--- config.mk ---
export PLATFORM = sky130hd
export DESIGN_NAME = rr_arbiter_8
export DESIGN_NICKNAME = d
export VERILOG_FILES = /design/src/rtl/rr_arbiter_8.sv
export SDC_FILE = /design/constraint.sdc
export NUM_CORES = 1
export LEC_CHECK = 0
export BUFFER_PORTS_ARGS = -buffer_cell sky130_fd_sc_hd__buf_4
export CORE_MARGIN = 1.5
export CORE_UTILIZATION = 40
export DETAILED_ROUTE_END_ITERATION = 7
export GPL_TIMING_DRIVEN = 0
export HOLD_SLACK_MARGIN = 0.02
export SLEW_MARGIN = 25
export SYNTH_ARGS = -nofsm -noshare
export SYNTH_HDL_FRONTEND = slang
export SYNTH_SLANG_ARGS = --single-unit
export TNS_END_PERCENT = 20
--- constraint.sdc ---
create_clock -name clk -period 2.9 [get_ports clk]
set_input_delay 0.29 -clock clk [delete_from_list [all_inputs] [get_ports clk]]
set_output_delay 0.29 -clock clk [all_outputs]
set_load 0.1 [all_outputs]
--- src/rtl/rr_arbiter_8.sv ---
// Eight-way round-robin arbiter with registered one-hot grant, ack-driven release
// and a wait-cycle timeout that revokes an unacknowledged grant.
module rr_arbiter_8 #(
  parameter int unsigned TIMEOUT = 15
) (
  input  logic       clk,
  input  logic       rst,
  input  logic [7:0] req,
  input  logic       gnt_ack,
  output logic [7:0] gnt,
  output logic       gnt_valid,
  output logic       timeout
);

  typedef enum logic {
    IDLE  = 1'b0,
    GRANT = 1'b1
  } state_t;

  localparam logic [7:0] WAIT_LAST = 8'(TIMEOUT - 1);

  state_t     state, state_nxt;
  logic [2:0] ptr, ptr_nxt;
  logic [2:0] gnt_idx, gnt_idx_nxt;
  logic [7:0] wait_cnt, wait_nxt;
  logic [7:0] gnt_nxt;
  logic       gnt_valid_nxt;
  logic       timeout_nxt;
  logic       found;
  logic [2:0] sel_idx;
  logic [2:0] idx;

  // First requester at or after ptr, wrapping mod 8.
  always_comb begin
    found   = 1'b0;
    sel_idx = '0;
    idx     = '0;
    for (int unsigned i = 0; i < 8; i++) begin
      idx = ptr + 3'(i);
      if (!found && req[idx]) begin
        found   = 1'b1;
        sel_idx = idx;
      end
    end
  end

  always_comb begin
    state_nxt     = state;
    ptr_nxt       = ptr;
    gnt_idx_nxt   = gnt_idx;
    wait_nxt      = wait_cnt;
    gnt_nxt       = gnt;
    gnt_valid_nxt = gnt_valid;
    timeout_nxt   = 1'b0;
    case (state)
      IDLE: begin
        if (found) begin
          state_nxt     = GRANT;
          gnt_idx_nxt   = sel_idx;
          gnt_nxt       = 8'b1 << sel_idx;
          gnt_valid_nxt = 1'b1;
          wait_nxt      = '0;
        end
      end
      GRANT: begin
        // Ack wins over a coincident timeout, so no pulse in that case.
        if (gnt_ack || (wait_cnt == WAIT_LAST)) begin
          state_nxt     = IDLE;
          gnt_nxt       = '0;
          gnt_valid_nxt = 1'b0;
          ptr_nxt       = gnt_idx + 3'd1;
          wait_nxt      = '0;
          timeout_nxt   = !gnt_ack;
        end else begin
          wait_nxt = wait_cnt + 8'd1;
        end
      end
      default: state_nxt = IDLE;
    endcase
  end

  always_ff @(posedge clk or posedge rst) begin
    if (rst) begin
      state     <= IDLE;
      ptr       <= '0;
      gnt_idx   <= '0;
      wait_cnt  <= '0;
      gnt       <= '0;
      gnt_valid <= 1'b0;
      timeout   <= 1'b0;
    end else begin
      state     <= state_nxt;
      ptr       <= ptr_nxt;
      gnt_idx   <= gnt_idx_nxt;
      wait_cnt  <= wait_nxt;
      gnt       <= gnt_nxt;
      gnt_valid <= gnt_valid_nxt;
      timeout   <= timeout_nxt;
    end
  end

endmodule

==> metrics.md, run 1 <==
| Metric | Value |
|---|---|
| Status | `finished with violations` |
| Failing checks | `setup timing` |
| DP Wirelength | `4.31 mm` |
| Max Cap Viol | `0` |
| Antenna violations before repair | `0` |
| Register area share after synthesis | `26.8%` |
| Total CTS buffers | `3` |
| Chip width | `79.4 um` |
| Root buffer cell | `clkbuf_8` |
| Ys Warns | `0` |
| First-pass GRT wire length | `10.1 mm` |
| Critical path data required time | `3.06 ns` |
| Setup CP Type | `register to register` |
| Global router's overall resource usage | `20.5%` |
| H-tree level count | `1` |
| Synthesized area | `2330 um2` |
| Vias | `2,086` |
| Synth Instances | `245` |
| Slew Limit Fails | `0` |
| Ys async rst share | `100%` |
| Final Wtd Congestion | `0.837` |
| Dpl ws | `-0.473 ns` |
| Clk sinks | `25` |
| Final min period | `2.91 ns` |
| # setup viols final | `1` |
| Port bufs | `19` |
| Final cell count without fillers | `362` |
| Final ANT Viol Nets | `0` |
| Clk_lat worst skew | `0.27 ns` |
| WL final | `6.08 mm` |
| Startpoint type of the worst setup path | `register` |
| Die Ht | `79.4 um` |
| Core box area | `5570 um2` |
| Initial Util | `41.9%` |
| DRC | `0` |
| Min Hold Slack | `0.0933 ns` |
| Arrival time worst endpoint | `3.07 ns` |
| Die Area | `6300 um2` |
| CTS tree | `yes` |
| Dpl cells | `336` |
| Initial DRC Count | `179` |
| Area growth syn-to-layout | `28.2%` |
| Clock skew | `0.00313 ns` |
| Crit-path max FO | `8` |
| Max Clk Rate | `344 MHz` |
| Vias in the first global route | `2,021` |
| Synth Flop Type | `dfrtp_1` |
| Row count | `27` |
| Fin. Hold Viols | `0` |
| Post-synth EDFFs | `0` |
| Share of layout cells above drive strength 1 | `39.0%` |
| CTS Buffer Depth | `2` |
| TritonRoute pass-1 iters | `4` |
| Top-Level Pins | `21` |
| Largest net degree at the start of global routing | `26` |
| Nets | `307` |
| Worst hold path class | `input port to async pin` |
| Crit path capture type | `register` |
| Relative slew slack | `40.6%` |
| Overflow after GRT | `0` |
| FF-to-FF setup slack | `-0.008 ns` |
| Post-synthesis cell type count | `57` |
| RSZ-0062 raised after global routing | `true` |
| Syn avg cell area | `9.53 um2` |
| Post-synth net total | `261` |
| Worst Max-Slew Pin Slew | `0.886 ns` |
| Vias per cell | `5.76` |
| Period utilization | `100%` |
| Yosys reg bits | `25` |
| ANT cells | `0` |
| Setup ws final | `-0.00784 ns` |
| CTS clk-pin slew, worst paths | `0.09 ns` |
| WL/cell | `16.8 um` |
## worst paths after layout
| path | from | to | depth (start not counted) |
|---|---|---|---|
| max reg2reg | ptr[0] | gnt_idx[1] | 11 |
| max | ptr[0] | gnt_idx[1] | 11 |
| max in group asynchronous | rst | ptr[0] | 2 |
| min in group clk | gnt_ack | timeout | 2 |
| min | rst | wait_cnt[6] | 2 |
| min reg2reg | gnt_valid | gnt_valid | 2 |
## state kept, by name, indices dropped and copies added (netlist names)
| signal | cells |
|---|---|
| gnt | 8 |
| gnt_idx | 3 |
| state | 1 |
| gnt_valid | 1 |
| ptr | 3 |
| timeout | 1 |
| wait_cnt | 8 |
## critical path, cell delays in order, from the launching register on
cell	delay, ns
dfrtp_2	0.44
buf_8	0.14
inv_8	0.04
ha_4	0.22
buf_12	0.15
buf_4	0.14
mux2i_2	0.15
mux4_2	0.58
o211a_4	0.21
a41o_1	0.21
a21o_1	0.24
mux2_2	0.29
## synthesized netlist by cell type, drive strengths merged, types with 4 or more instances
cell type | number | area [um2]
dfrtp | 25 | 626
nand2 | 24 | 90.1
inv | 21 | 78.8
mux2i | 19 | 206
o21ai | 18 | 90.1
nand3 | 12 | 60.1
nor2 | 12 | 47.6
buf | 11 | 85.1
mux4 | 11 | 252
a21oi | 8 | 40.0
o211ai | 8 | 80.1
o32ai | 8 | 70.1
and2 | 6 | 37.5
mux2 | 6 | 71.3
ha | 5 | 62.6
and3 | 4 | 30.0
## stage by stage
step | area [um2] | util [%] | TNS (ns)
2_1_floorplan | 2340 | - | 0
3_3_place_gp | 2570 | 46.1 | -7.15
3_5_place_dp | 2570 | 46.1 | -7.12
4_1_cts | 2890 | 51.9 | 0
5_1_grt | 2990 | 53.7 | -1.26
6_report | 2990 | 53.7 | -0.00784
## logic make-up after synthesis
kind of cell,count (synthesis),share of synthesized area [%]
flip-flops,25,26.8
AND/OR/NAND/NOR,69,14.8
buffers and inverters,32,7.02
AO/OA/AOI/OAI,73,23.8
adder cells (fa/ha/maj),5,2.68
XOR/XNOR,5,2.20
multiplexers,36,22.7
## placed cells by master (no fill, tap or decap), types with 4 or more instances in the layout
cell type  instances
and2_1             6
o21ai_1            9
o211ai_1           4
inv_1             18
a21oi_1            5
buf_4             38
buf_6              7
nand2_1           23
mux4_2            10
nand3_1           11
o21ai_2            5
dfrtp_1           24
nor2_1            10
o32ai_1            5
o21ai_0            4
mux2i_1           14
mux2_2             5
buf_2              4
## layer usage
layer / up-vias / wire, um / GRT usage [%]
met4: 0 / 42 / 3.33
met1: 1022 / 3060 / 30.6
li1: 1021 / - / -
met5: - / 0 / 0
met3: 5 / 163 / 2.40
met2: 38 / 2820 / 32.3
## area by class of cell
cell class / count / area [um2]
Clock buffer: 3 / 41.3
Fill cell: 519 / 2580
Buffer: 10 / 92.6
Multi-Input combinational cell: 188 / 1720
Inverter: 21 / 91.3
Sequential cell: 25 / 627
Tap cell: 72 / 90.1
Timing Repair Buffer: 42 / 330
Clock inverter: 1 / 5.00
## what timing repair did
action	CTS	global route
setup buffers	19	4
cloned	0	0
endpoints found under the setup margin	21	21
pin swaps	13	16
resized for setup	30	18
hold buffers	0	0
Power of run 1 is not shown: default switching activity piles up to over one toggle a cycle in this logic, so the estimate is an artifact.
==> run 2, diff against run 1 <==
--- a/config.mk
+++ b/config.mk
@@ -7,10 +7,12 @@
 export LEC_CHECK = 0
 export BUFFER_PORTS_ARGS = -buffer_cell sky130_fd_sc_hd__buf_4
 export CORE_MARGIN = 1.5
-export CORE_UTILIZATION = 40
+export CORE_UTILIZATION = 54
 export DETAILED_ROUTE_END_ITERATION = 7
 export GPL_TIMING_DRIVEN = 0
 export HOLD_SLACK_MARGIN = 0.02
+export PLACE_DENSITY = 0.76
+export RECOVER_POWER = 25
 export SLEW_MARGIN = 25
 export SYNTH_ARGS = -nofsm -noshare
 export SYNTH_HDL_FRONTEND = slang
==> run 2 against run 1 <==
The run still ends with setup timing left. Setup slack worse by 0.047 ns. Final area is 0.88% lower. Count of clock-buffer cells in the layout stayed put. Utilization is 19 points higher. Via count is 8.3% higher. Routed wire length is 8.1% higher. Register-to-register slack worse by 0.05 ns. Critical path depth is 1 higher. Sequential share of layout area is 0.19 points higher. Non-clock buffer count is 5 lower. Die area is 25% lower. Highest routed layer unchanged.
==> metrics.md, run 2 (synthesis results as in run 1) <==
| Metric | Value |
|---|---|
| Status | `finished with violations (unchanged)` |
| Failing checks | `setup timing (unchanged)` |
| DRC | `0 (unchanged)` |
| CTS Buffer Depth | `2 (unchanged)` |
| Setup TNS | `-0.310 ns (was -0.00784 ns)` |
| # setup viols final | `13 (was 1)` |
| Initial Util | `57.1% (was 41.9%)` |
| Largest net degree at the start of global routing | `26 (unchanged)` |
| Final Wtd Congestion | `0.885 (was 0.837)` |
| Global router's overall resource usage | `27.7% (was 20.5%)` |
| Die Ht | `68.8 um (was 79.4 um)` |
| Reg area | `627 um2 (unchanged)` |
| Max Cap Viol | `0 (unchanged)` |
| WL final | `6.57 mm (was 6.08 mm)` |
| Buf+Inv Stages, Crit Path | `4 (unchanged)` |
| Setup CP Type | `register to register (unchanged)` |
| Clk_lat worst skew | `0.27 ns (about the same)` |
| Dpl cells | `314 (was 336)` |
| Final min period | `2.95 ns (was 2.91 ns)` |
| RSZ-0062 raised after global routing | `true (unchanged)` |
| Worst Max-Slew Pin Slew | `0.870 ns (was 0.886 ns)` |
| Setup ws final | `-0.0547 ns (was -0.00784 ns)` |
| Row count | `23 (was 27)` |
| Antenna violations before repair | `0 (unchanged)` |
| Final ANT Viol Nets | `0 (unchanged)` |
| Top flop regs | `gnt: 8 flops, wait_cnt: 8 flops (unchanged)` |
| CP Cell Sequence | `buf_8, inv_8, ha_4, buf_12, mux2i_4, nand3_2, a311oi_4, buf_4, o211a_4, o211ai_4, a32oi_4, o32ai_2 (was buf_8, inv_8, ha_4, buf_12, buf_4, mux2i_2, mux4_2, o211a_4, a41o_1, a21o_1, mux2_2)` |
| Clock skew | `0.00591 ns (was 0.00313 ns)` |
| CTS tree | `yes (unchanged)` |
| Most common cell after layout, fill and taps aside | `buf_4 (unchanged)` |
| Total CTS buffers | `3 (unchanged)` |
| Port bufs | `19 (unchanged)` |
| Period utilization | `102% (was 100%)` |
| Most frequent cells in the layout | `34 x buf_4, 24 x nand2_1, 24 x dfrtp_1 (was 38 x buf_4, 24 x dfrtp_1, 23 x nand2_1)` |
| Initial DRC Count | `209 (was 179)` |
| Final cell count without fillers | `335 (was 362)` |
| Worst r2r src | `ptr[0] (unchanged)` |
| First-pass GRT wire length | `9.71 mm (was 10.1 mm)` |
| Top-Level Pins | `21 (unchanged)` |
| Vias in the first global route | `2,075 (was 2,021)` |
| TritonRoute pass-1 iters | `7 (was 4)` |
| ANT cells | `0 (unchanged)` |
| Max stage delay cell, worst path | `a311oi_4 (was mux4_2)` |
| Nets | `302 (was 307)` |
| H-tree level count | `1 (unchanged)` |
| Area growth syn-to-layout | `27.1% (was 28.2%)` |
| Vias per cell | `6.74 (was 5.76)` |
| CP Launch Point | `ptr[0] (unchanged)` |
| Clk sinks | `25 (unchanged)` |
| Delay-heaviest family, CP | `compound AO/OA/AOI/OAI gates (was multiplexers)` |
| Overflow after GRT | `0 (unchanged)` |
| Critical path data required time | `3.03 ns (was 3.06 ns)` |
| CTS clk-pin slew, worst paths | `0.09 ns (about the same)` |
| Startpoint type of the worst setup path | `register (unchanged)` |
| Share of layout cells above drive strength 1 | `38.2% (was 39.0%)` |
| Worst hold path class | `input port to async pin (unchanged)` |
| Area of the multi-input gates | `1760 um2 (was 1720 um2)` |
| Root buffer cell | `clkbuf_8 (unchanged)` |
| Number of hold buffers added after CTS | `0 (unchanged)` |
| Crit-path max FO | `8 (unchanged)` |
| DP Wirelength | `4.30 mm (was 4.31 mm)` |
| Die Area | `4730 um2 (was 6300 um2)` |
| Relative slew slack | `41.7% (was 40.6%)` |
| Slew Limit Fails | `0 (unchanged)` |
| WL/cell | `19.6 um (was 16.8 um)` |
| Final Util | `72.6% (was 53.7%)` |
| FF-to-FF setup slack | `-0.05 ns (was -0.008 ns)` |
| Arrival time worst endpoint | `3.09 ns (was 3.07 ns)` |
| Slowest stage delay, CP | `0.42 ns (was 0.58 ns)` |
| Crit path capture type | `register (unchanged)` |
| Vias | `2,259 (was 2,086)` |
| Chip width | `68.8 um (was 79.4 um)` |
| Core box area | `4090 um2 (was 5570 um2)` |
| Fin. Hold Viols | `0 (unchanged)` |
| Filler instances | `293 (was 519)` |
| Max Clk Rate | `338 MHz (was 344 MHz)` |
## run 2: area by class of cell
class | instances | share of cell area [%]
multi-input cells | 188 | 59.3
clock buffers | 3 | 1.39
clock inverters | 1 | 0.253
plain buffers | 10 | 3.12
repair buffers | 37 | 9.62
well taps | 50 | 2.11
inverters | 21 | 3.08
flip-flops and latches | 25 | 21.1
## run 2: metrics by stage
stage / cell area (um2) / hold slack [ns] / setup WS (ns)
3_5_place_dp: 2540 / 0.468 / -0.442
4_1_cts: 2810 / 0.184 / 0.0119
6_report: 2970 / 0.0862 / -0.0547
5_1_grt: 2970 / 0.150 / -0.166
2_1_floorplan: 2340 / 0.317 / 0.0208
3_3_place_gp: 2540 / 0.469 / -0.445
## run 2: worst paths after layout
path,cells past startpoint,end
hold reg to reg,1,ptr[0]
setup / recovery,12,gnt[7]
min in group clk,2,timeout
max in group asynchronous,2,ptr[0]
setup reg to reg,12,gnt[7]
hold / removal,2,gnt[7]
## run 2: repair_timing
item / in CTS / in global routing
pin swaps: 8 / 18
gates resized for setup: 25 / 23
setup endpoints to repair: 21 / 21
buffers inserted: 14 / 4
## run 2: routing by layer
layer	vias up	routed length, um	part of all wire (%)	GRT usage [%]
met3	23	462	7.0	5.52
met4	0	171	2.6	12.0
met2	113	3250	49	45.3
met1	1108	2700	41	35.6
li1	1015	-	-	-
met5	-	0	0	0
Power of run 2 is left out for the same reason.
==> run 3, diff against run 2 <==
--- a/config.mk
+++ b/config.mk
@@ -6,12 +6,11 @@
 export NUM_CORES = 1
 export LEC_CHECK = 0
 export BUFFER_PORTS_ARGS = -buffer_cell sky130_fd_sc_hd__buf_4
-export CORE_MARGIN = 1.5
-export CORE_UTILIZATION = 54
+export CORE_UTILIZATION = 60
 export DETAILED_ROUTE_END_ITERATION = 7
 export GPL_TIMING_DRIVEN = 0
 export HOLD_SLACK_MARGIN = 0.02
-export PLACE_DENSITY = 0.76
+export PLACE_DENSITY = 0.8
 export RECOVER_POWER = 25
 export SLEW_MARGIN = 25
 export SYNTH_ARGS = -nofsm -noshare
==> constraint.sdc (replaced) <==
create_clock -name clk -period 3.6 [get_ports clk]
set_input_delay 0.36 -clock clk [delete_from_list [all_inputs] [get_ports clk]]
set_output_delay 0.36 -clock clk [all_outputs]
set_load 0.1 [all_outputs]
==> run 3 against run 2 <==
The flow now finishes without violations. Sequential share of layout area up 2.8 points. Global-route usage shrank 0.17 points. Setup slack gained 0.38 ns. Hold slack gained 0.083 ns. Maximum frequency fell by 9.8%. Highest routed layer unchanged. Routed wire length is 18% lower. Final area fell by 12%.
==> metrics.md, run 3 (synthesis results as in run 1) <==
| Metric | Value |
|---|---|
| Core box area | `3690 um2 (was 4090 um2)` |
| Setup TNS | `0 ns (was -0.310 ns)` |
| Total CTS buffers | `3 (unchanged)` |
| Root buffer cell | `clkbuf_8 (unchanged)` |
| Slowest stage delay, CP | `0.46 ns (was 0.42 ns)` |
| FF-to-FF setup slack | `0.33 ns (was -0.05 ns)` |
| Crit path capture type | `register (unchanged)` |
| Setup CP Type | `register to register (unchanged)` |
| WL/cell | `16.9 um (was 19.6 um)` |
| CTS tree | `yes (unchanged)` |
| Crit-path max FO | `10 (was 8)` |
| Final Wtd Congestion | `0.931 (was 0.885)` |
| DP Wirelength | `3.95 mm (was 4.30 mm)` |
| CP Cell Sequence | `buf_6, inv_2, ha_1, buf_6, buf_6, mux2i_1, a22oi_1, a311oi_4, o211ai_2, o31a_1, buf_4, mux2_2 (was buf_8, inv_8, ha_4, buf_12, mux2i_4, nand3_2, a311oi_4, buf_4, o211a_4, o211ai_4, a32oi_4, o32ai_2)` |
| Largest net degree at the start of global routing | `26 (unchanged)` |
| Top flop regs | `gnt: 8 flops, wait_cnt: 8 flops (unchanged)` |
| RSZ-0062 raised after global routing | `false (was true)` |
| Fin. Hold Viols | `0 (unchanged)` |
| CTS Buffer Depth | `2 (unchanged)` |
| TritonRoute pass-1 iters | `5 (was 7)` |
| Max Clk Rate | `305 MHz (was 338 MHz)` |
| Chip width | `64.4 um (was 68.8 um)` |
| Vias in the first global route | `1,867 (was 2,075)` |
| Setup ws final | `0.326 ns (was -0.0547 ns)` |
| CTS clk-pin slew, worst paths | `0.08 ns (was 0.09 ns)` |
| Max stage delay cell, worst path | `dfrtp_2 (was a311oi_4)` |
| CP most frequent cell | `buf_6` |
| Area growth syn-to-layout | `12.3% (was 27.1%)` |
| Startpoint type of the worst setup path | `register (unchanged)` |
| DP Area | `2540 um2 (about the same)` |
| Initial Util | `63.3% (was 57.1%)` |
| Slew Limit Fails | `0 (unchanged)` |
| Vias per cell | `6.48 (was 6.74)` |
| Relative slew slack | `41.2% (was 41.7%)` |
| Critical path data required time | `3.75 ns (was 3.03 ns)` |
| Period utilization | `90.9% (was 102%)` |
| Nets | `289 (was 302)` |
| Die Area | `4140 um2 (was 4730 um2)` |
| Most frequent cells in the layout | `24 x nand2_1, 24 x dfrtp_1, 22 x buf_4 (was 34 x buf_4, 24 x nand2_1, 24 x dfrtp_1)` |
| Max Cap Viol | `0 (unchanged)` |
| # setup viols final | `0 (was 13)` |
| Initial DRC Count | `130 (was 209)` |
| Final Cell Area | `2620 um2 (was 2970 um2)` |
| Global router's overall resource usage | `27.5% (was 27.7%)` |
| Row count | `22 (was 23)` |
| Clock skew | `0.00147 ns (was 0.00591 ns)` |
| WL final | `5.40 mm (was 6.57 mm)` |
| H-tree level count | `1 (unchanged)` |
| Overflow after GRT | `0 (unchanged)` |
| Arrival time worst endpoint | `3.43 ns (was 3.09 ns)` |
| Final ANT Viol Nets | `0 (unchanged)` |
| Worst hold path class | `input port to async pin (unchanged)` |
| Clk_lat worst skew | `0.26 ns (was 0.27 ns)` |
| R2R cell count | `12 (unchanged)` |
| Antenna violations before repair | `0 (unchanged)` |
| Status | `completed (was finished with violations)` |
| Clk sinks | `25 (unchanged)` |
| Top-Level Pins | `21 (unchanged)` |
| Port bufs | `19 (unchanged)` |
| ANT cells | `0 (unchanged)` |
| Dpl ws | `0.239 ns (was -0.442 ns)` |
| Share of layout cells above drive strength 1 | `25.4% (was 38.2%)` |
| Vias | `2,073 (was 2,259)` |
| Die Ht | `64.4 um (was 68.8 um)` |
| Worst Max-Slew Pin Slew | `0.876 ns (was 0.870 ns)` |
| Final min period | `3.27 ns (was 2.95 ns)` |
| DRC | `0 (unchanged)` |
| First-pass GRT wire length | `8.89 mm (was 9.71 mm)` |
[run 3: through the flow]
stage	std cells	hold WS [ns]	utilization (%)
floorplan	245	0.387	-
global placement	312	0.477	68.8
detailed placement	312	0.508	68.8
CTS	316	0.249	70.0
global route	320	0.227	71.1
finish	320	0.170	71.1
[run 3: per-layer routing]
| layer | part of all wire (%) | vias to the layer above | track usage, % |
|---|---|---|---|
| met5 | 0 | - | 0 |
| met3 | 7.6 | 4 | 6.61 |
| met4 | 0.15 | 0 | 3.06 |
| li1 | - | 986 | - |
| met1 | 48 | 991 | 41.4 |
| met2 | 44 | 92 | 41.3 |
[run 3: critical path, delay by kind of cell (launching register included)]
kind	cells	cell delay [ns]
AO/OA/AOI/OAI	4	1.16
buffers and inverters	5	0.81
flip-flops	1	0.46
multiplexers	2	0.43
adder cells (fa/ha/maj)	1	0.28
[run 3: layout make-up]
type / count / area (um2)
plain buffers: 11 / 85.1
clock buffers: 4 / 45.0
fillers: 296 / 1070
inverters: 21 / 78.8
multi-input cells: 188 / 1550
flip-flops and latches: 25 / 627
well taps: 48 / 60.1
repair buffers: 23 / 173
[run 3: timing repair]
| action | CTS | global route |
|---|---|---|
| setup buffers | 0 | 4 |
| hold buffers | 0 | 0 |
| gates resized for setup | 0 | 2 |
| setup endpoints to repair | 0 | 9 |
[run 3: worst paths after layout]
| kind | end | from |
|---|---|---|
| setup / recovery | gnt_idx[1] | ptr[0] |
| hold / removal | gnt[6] | rst |
| setup reg to reg | gnt_idx[1] | ptr[0] |
| hold reg to reg | gnt_idx[1] | gnt_idx[1] |
| max in group asynchronous | ptr[0] | rst |
| min in group clk | timeout | gnt_ack |
Power of run 3 is left out for the same reason.
